### config.mk
export PLATFORM = sky130hd
export DESIGN_NAME = sum_collector
export DESIGN_NICKNAME = d
export VERILOG_FILES = /design/src/rtl/sum_collector.sv
export SDC_FILE = /design/constraint.sdc
export NUM_CORES = 2
export LEC_CHECK = 0
export BUFFER_PORTS_ARGS = -buffer_cell sky130_fd_sc_hd__buf_4
export CAP_MARGIN = 20
export CORE_ASPECT_RATIO = 0.7
export CORE_UTILIZATION = 37
export DETAILED_ROUTE_END_ITERATION = 6
export GPL_TIMING_DRIVEN = 0
export HOLD_SLACK_MARGIN = 0.08
export PLACE_DENSITY = 0.6
export SYNTH_ARGS = -nofsm -noshare
export SYNTH_HDL_FRONTEND = slang
export SYNTH_SLANG_ARGS = --single-unit
### constraint.sdc
create_clock -name clk_i -period 23.2 [get_ports clk_i]
set_clock_uncertainty 0.05 [all_clocks]
set_input_delay 4.64 -clock clk_i [delete_from_list [all_inputs] [get_ports clk_i]]
set_output_delay 4.64 -clock clk_i [all_outputs]
set_load 0.03 [all_outputs]
### src/rtl/sum_collector.sv
// sum_collector: tags adder_tree results by issue history, buffers them in a
// first-word fall-through FIFO and presents them on a valid/ready stream.
// Issue credit keeps FIFO occupancy plus in-flight results within FIFO_DEPTH.
module sum_collector #(
  parameter int unsigned LEN_PRNG   = 256,
  parameter int unsigned PIPE_LAT   = 8,
  parameter int unsigned FIFO_DEPTH = 16
) (
  input  logic                              clk_i,
  input  logic                              rst_i,
  input  logic                              issue_i,
  output logic                              issue_ok_o,
  input  logic [LEN_PRNG-1:0]               sum_i,
  output logic [LEN_PRNG-1:0]               m_data_o,
  output logic                              m_valid_o,
  input  logic                              m_ready_i,
  output logic [$clog2(FIFO_DEPTH+1)-1:0]   count_o,
  output logic [$clog2(PIPE_LAT+1)-1:0]     inflight_o,
  output logic                              overflow_o,
  output logic                              proto_err_o
);

  localparam int unsigned CW = $clog2(FIFO_DEPTH + 1);
  localparam int unsigned IW = $clog2(PIPE_LAT + 1);
  localparam int unsigned PW = $clog2(FIFO_DEPTH);
  localparam int unsigned SW = ((CW > IW) ? CW : IW) + 1;

  logic [PIPE_LAT-1:0] vpipe;
  logic                wr_en;
  logic                pop;
  logic                push;
  logic [PW-1:0]       rd_ptr;
  logic [PW-1:0]       wr_ptr;
  logic [CW-1:0]       count_q;
  logic [IW-1:0]       inflight_q;
  logic [SW-1:0]       occupancy;
  logic [LEN_PRNG-1:0] mem [FIFO_DEPTH];

  assign wr_en      = vpipe[PIPE_LAT-1];
  assign m_valid_o  = (count_q != '0);
  assign m_data_o   = m_valid_o ? mem[rd_ptr] : '0;
  assign pop        = m_valid_o && m_ready_i;
  assign push       = wr_en && ((count_q < CW'(FIFO_DEPTH)) || pop);
  assign occupancy  = SW'(count_q) + SW'(inflight_q);
  assign issue_ok_o = (occupancy < SW'(FIFO_DEPTH));
  assign count_o    = count_q;
  assign inflight_o = inflight_q;

  // Valid tag shift register mirroring the adder_tree pipeline.
  always_ff @(posedge clk_i) begin
    if (rst_i) vpipe <= '0;
    else       vpipe <= {vpipe[PIPE_LAT-2:0], issue_i};
  end

  // Number of issues still travelling through adder_tree.
  always_ff @(posedge clk_i) begin
    if (rst_i) begin
      inflight_q <= '0;
    end else begin
      case ({issue_i, wr_en})
        2'b10:   inflight_q <= inflight_q + IW'(1);
        2'b01:   inflight_q <= inflight_q - IW'(1);
        default: inflight_q <= inflight_q;
      endcase
    end
  end

  // FIFO pointers and occupancy.
  always_ff @(posedge clk_i) begin
    if (rst_i) begin
      rd_ptr  <= '0;
      wr_ptr  <= '0;
      count_q <= '0;
    end else begin
      if (push) wr_ptr <= (wr_ptr == PW'(FIFO_DEPTH - 1)) ? '0 : wr_ptr + PW'(1);
      if (pop)  rd_ptr <= (rd_ptr == PW'(FIFO_DEPTH - 1)) ? '0 : rd_ptr + PW'(1);
      case ({push, pop})
        2'b10:   count_q <= count_q + CW'(1);
        2'b01:   count_q <= count_q - CW'(1);
        default: count_q <= count_q;
      endcase
    end
  end

  // Result storage; contents need no reset since validity comes from count.
  always_ff @(posedge clk_i) begin
    if (!rst_i && push) mem[wr_ptr] <= sum_i;
  end

  // Sticky error flags: dropped result and issue without credit.
  always_ff @(posedge clk_i) begin
    if (rst_i) begin
      overflow_o  <= 1'b0;
      proto_err_o <= 1'b0;
    end else begin
      if (wr_en && !push)         overflow_o  <= 1'b1;
      if (issue_i && !issue_ok_o) proto_err_o <= 1'b1;
    end
  end

endmodule

==> Word level (Yosys, flattened, before mapping) <==
Memory sizes are Yosys's and may differ from the RTL's. A register that Yosys moved wholly into a read port is not among the register bits.
Index checks and enable logic that the tools add are counted.
{ "classes": {"bitwise": 0, "n_reduce_logical": 12, "muxes": 9, "n_mul": 0, "addsub": 7, "n_shift": 0, "n_eq_ne": 6, "order_cmp": 2, "div": 0} }
{ "ops": {"columns": ["operator", "count"], "rows": [
  ["2-to-1 mux 256 bit", 1],
  ["2-to-1 mux 4 bit", 4],
  ["adder 4 x 1 -> 4 bit, second input constant", 3],
  ["one-hot mux 5 bit (2 select lines)", 1],
  ["equality test 4 bit, second input constant", 2],
  ["one-hot mux 4 bit (2 select lines)", 1],
  ["adder 5 x 4 -> 6 bit", 1],
  ["< comparator 6 x 5 -> 1 bit, second input constant", 1],
  ["adder 5 x 1 -> 5 bit, second input constant", 1],
  ["logical AND 1 bit", 5],
  ["< comparator 5 bit, second input constant", 1],
  ["nonzero test 5 bit", 1],
  ["subtractor 5 x 1 -> 5 bit, second input constant", 1],
  ["equality test 2 x 1 -> 1 bit, second input constant", 2],
  ["equality test 2 bit, second input constant", 2],
  ["nonzero test 2 bit", 2],
  ["subtractor 4 x 1 -> 4 bit, second input constant", 1],
  ["logical NOT 1 bit", 3],
  ["2-to-1 mux 1 bit", 2],
  ["logical OR 1 bit", 1]
]} }
{ "totals": {"in_bits": 260, "word_cells": 44, "output_inout_bits": 269, "mem_bits_rw": 4096, "mem_count": 1, "regBits": 27, "romBits": 0, "latch_bits": 0} }
{ "mem_list": {"columns": ["name", "depth", "word_bits", "rd", "rd_clocked_by_memory_dff", "wr", "line", "source"], "rows": [
  ["mem", 16, 256, 1, 1, 1, "37", "logic [LEN_PRNG-1:0] mem [FIFO_DEPTH];"]
]} }

==> Longest topological paths before layout <==
{ "depth": {"ltp_word": 7, "depth_mapped": 13} }

==> Least setup slack after synthesis <==
Ideal clock, no wire load.
{ "synth_path": {"path_kind": "input to register", "start": "in m_ready_i", "end": "mem mem[3][0] (enable)", "path_buffers": 0, "setup_ns": 1.186, "path_stages": 4, "arrival_time_ns": 22.398, "setup_slack_ns": -0.434, "cell_sequence": "nor2b_1 > nor3b_1 > nand2_1 > nor3_1"} }
{ "synth_between": {"elab_chain_cells": 6} }
{ "synth_rtl": {"columns": ["item", "line", "source"], "rows": [
  ["start, declared", "16", "input logic m_ready_i,"],
  ["logical AND 1 bit", "42", "assign pop = m_valid_o && m_ready_i;"],
  ["logical OR 1 bit", "43", "assign push = wr_en && ((count_q < CW'(FIFO_DEPTH)) || pop);"],
  ["logical AND 1 bit", "43", null],
  ["logical AND 1 bit", "87", "if (!rst_i && push) mem[wr_ptr] <= sum_i;"],
  ["2-to-1 mux 1 bit", "87", null],
  ["2-to-1 mux 1 bit (not written as such)", "87", null],
  ["end, declared", "37", null]
]} }
Every way passes these cells.

==> results.py <==
metrics = {
    "global_route": {
        "grtUsageTotal_pct": 20.6,
        "antenna_found_initial": 80,
        "grt_pass1_vias": 77413,
        "overflow": 0,
        "grt_max_degree": 30,
        "grt_pass1_wl_um": 617000,
    },
    "synth": {
        "synth_top_cells_by_area": "edfxtp_1 (79%), mux4_2 (13%), mux2i_1 (3.3%)",
        "synthCells": 6728,
        "synth.cell_area_mm2": 0.156,
        "synth_seq_cells": 4127,
        "syn_nets": 7004,
        "synth-edff-count": 4096,
        "synthArstFlopShare_pct": 0,
        "synth-main-ff-cell": "edfxtp_1",
        "synth_top_cell_by_area": "edfxtp_1",
        "synth.top_cell.area_share_pct": 78.7,
        "ys_seq_area_share_pct": 79.1,
        "avgSynthCellArea_um2": 23.2,
        "ys_types": 47,
        "yosys_warnings": 0,
    },
    "min_path": {
        "hold_path_class": "reg2reg",
        "min_from": "vpipe[5]",
        "min_delay_path_depth": 1,
        "holdPathEnd": "vpipe[6]",
    },
    "cells_and_area": {
        "final_util_pct": 44.4,
        "drive_gt1_share_pct": 30.2,
        "num-fill-cells": 35012,
        "design_area_mm2": 0.187,
        "multi_input_comb_area_mm2": 0.0309,
        "area_growth_pct": 19.5,
        "seq_area_mm2": 0.124,
        "nets": 8208,
        "final-instance-count-excl-fill": 13926,
    },
    "floorplanning": {
        "dieArea_mm2": 0.425,
        "num_rows": 199,
        "pin_count": 529,
        "start_util_pct": 37.2,
        "die-height_um": 546,
        "coreArea_mm2": 0.420,
        "die_w_um": 779,
    },
    "clock_tree": {
        "cts_root_buffer": "clkbuf_16",
        "clock_latency_ns": 0.99,
        "cts.sinks": 4127,
        "clkTransAtPathRegs_ns": 0.06,
        "cts_resized": 0,
        "cts.htree.levels": 5,
        "numCtsBuffers": 390,
        "cts_tree": "built",
        "holdBufCountCts": 0,
        "cts_post_setup_buffers_inserted": 0,
        "clk_path_buf_depth": 4,
    },
    "route": {
        "drtIter0Drc": 9447,
        "vias_per_cell": 5.60,
        "wirelength_um": 447000,
        "drtAntennaViolNets": 0,
        "wl_per_cell_um": 32.1,
        "dr.pass1.iters": 6,
        "vias": 78007,
        "drcViolationCount": 0,
    },
    "critical_path": {
        "cp_max_fo": 10,
        "ff2ff_setup_slack_ns": 19.02,
        "reg2reg_from": "count_o[4]",
        "reg2regPathDepth": 10,
        "cp-end-kind": "output pin",
        "criticalPathCategory": "reg2out",
        "worstReg2RegEnd": "mem[0][211]",
        "arrival_ns": 5.22,
        "critPathRequiredTime_ns": 18.51,
        "cp-start-kind": "flip-flop",
    },
    "timing": {
        "relSlewSlack_pct": 19.4,
        "fin_crit_sh_pct": 42.7,
        "setup_violations": 0,
        "hold_viol": 0,
        "fmax_ghz": 0.101,
        "tightest_slew_ns": 1.21,
        "fin_ws_ns": 13.29,
        "setup_tns_ns": 0,
        "final_max_slew_viol_count": 0,
        "period_needed_ns": 9.91,
        "rsz0062_at_grt": "no",
    },
    "placement": {
        "place.gp.congestion": 0.761,
        "dp_slack_ns": 14.23,
        "hpwl_um": 296000,
        "dpl-instance-area_mm2": 0.173,
        "dp.cells": 13160,
        "place.port_buffers": 528,
    },
    "job": {
        "cap_violations": 0,
    },
    "run_status": {
        "outcome": "completed",
    },
    "pwr": {
        "p_leak_nw": 57.9,
        "ir_drop_mv": 0.0652,
        "power_density_mw_per_mm2": 79.7,
    },
}
[layout by cell type (no fill, tap or decap), types with 15 or more instances in the layout]
master         n
buf_8         39
bufinv_16     50
mux4_2       897
clkbuf_2      16
buf_1         47
buf_4        531
buf_2        174
a21oi_1       15
a22oi_1      254
nand2_1       18
o21ai_1      128
clkinv_1      94
clkinv_2      63
o22ai_1      129
nor2_1        17
clkbuf_1     210
clkbuf_16    392
clkinvlp_4    16
a32oi_1      127
diode_2       42
dfxtp_1       31
ha_1          15
buf_16        91
edfxtp_1    4096
buf_12       153
mux2i_1      514
[cells in the mapped netlist (2+ instances only)]
cell and instances:
a22oi_1 254, dfxtp_1 31, a21oi_1 15, o22ai_1 129
nor2b_1 11, mux4_2 897, mux2i_1 514, buf_2 174
nand3_1 4, nor2_1 30, a211o_1 2, or3_1 2
buf_4 3, nor3_1 7, o21ai_1 128, a31oi_1 3
nand3b_1 3, xor2_1 7, o21ai_0 3, buf_1 47
edfxtp_1 4096, nand2_1 18, a21o_1 3, inv_1 9
clkbuf_1 160, a32oi_1 127, ha_1 15, o21a_1 2
nand2b_1 7, buf_6 10
[worst max path at each step]
stage               from            to  slack [ns]  depth (start not counted)
4_1_cts        flip-flop  m_data_o[12]       13.07                          7
5_1_grt        flip-flop  m_data_o[12]       13.14                          7
2_1_floorplan  m_ready_i    mem[15][0]        6.44                          4
6_report       flip-flop  m_data_o[78]       13.29                          8
3_3_place_gp   m_ready_i  mem[14][141]      -10.26                          5
3_5_place_dp   flip-flop  m_data_o[12]       14.23                          7
[metrics by stage]
step | total power [W] | hold WS, ns
2_1_floorplan | 0.00837 | 0.364
3_3_place_gp | 0.00849 | 0.370
3_5_place_dp | 0.00851 | 0.381
4_1_cts | 0.0150 | 0.396
5_1_grt | 0.0153 | 0.413
6_report | 0.0149 | 0.405
[report_power, final]
part / leakage [nW] / internal, W / switching [W]
Clock: 6.30 / 0.00369 / 0.00284
Sequential: 37.0 / 0.00819 / 0.000000802
Combinational: 14.5 / 0.0000426 / 0.000115
[sequential cells by signal, indices dropped and copies added, names as in the netlist, named ones only]
signal	flops
inflight_o	4
proto_err_o	1
vpipe	8
rd_ptr	4
overflow_o	1
wr_ptr	4
count_o	5
mem	4096
[routing by layer]
layer	share of wire (%)	global-route usage [%]	wire [µm]
met5	0.043	0	194
met1	42	29.4	186000
met4	2.9	5.83	12800
met3	8.4	3.91	37600
met2	47	32.3	210000
[critical path, cell delays in order, from the launching register on]
cell	delay [ns]
dfxtp_1	0.31
buf_2	0.27
buf_2	0.36
clkbuf_1	0.87
clkbuf_1	0.95
mux4_2	0.38
mux2i_1	0.08
o22ai_1	0.66
buf_4	0.29
[area by class of cell]
cell class	count	share of cell area, %
antenna	42	0.0563
buffer	394	0.966
clock buffer	463	5.42
clock inverter	253	1.56
inverter	10	0.0201
multi-input combinational	2197	16.6
sequential	4127	66.2
tap	5628	3.77
timing repair buffer	812	5.43
[kinds of logic (layout without fill, tap and decap cells)]
logic type	count (synthesis)	in the layout	synth area share, %
AO/OA/AOI/OAI	675	675	3.02
flip-flops	4127	4127	79.1
adder cells (fa/ha/maj)	16	16	0.133
AND/OR/NAND/NOR	87	87	0.274
multiplexers	1412	1412	16.2
XOR/XNOR	7	7	0.0392
buffers and inverters	404	1932	1.17
other	0	42	0
Power figures use the tool's default switching activity.
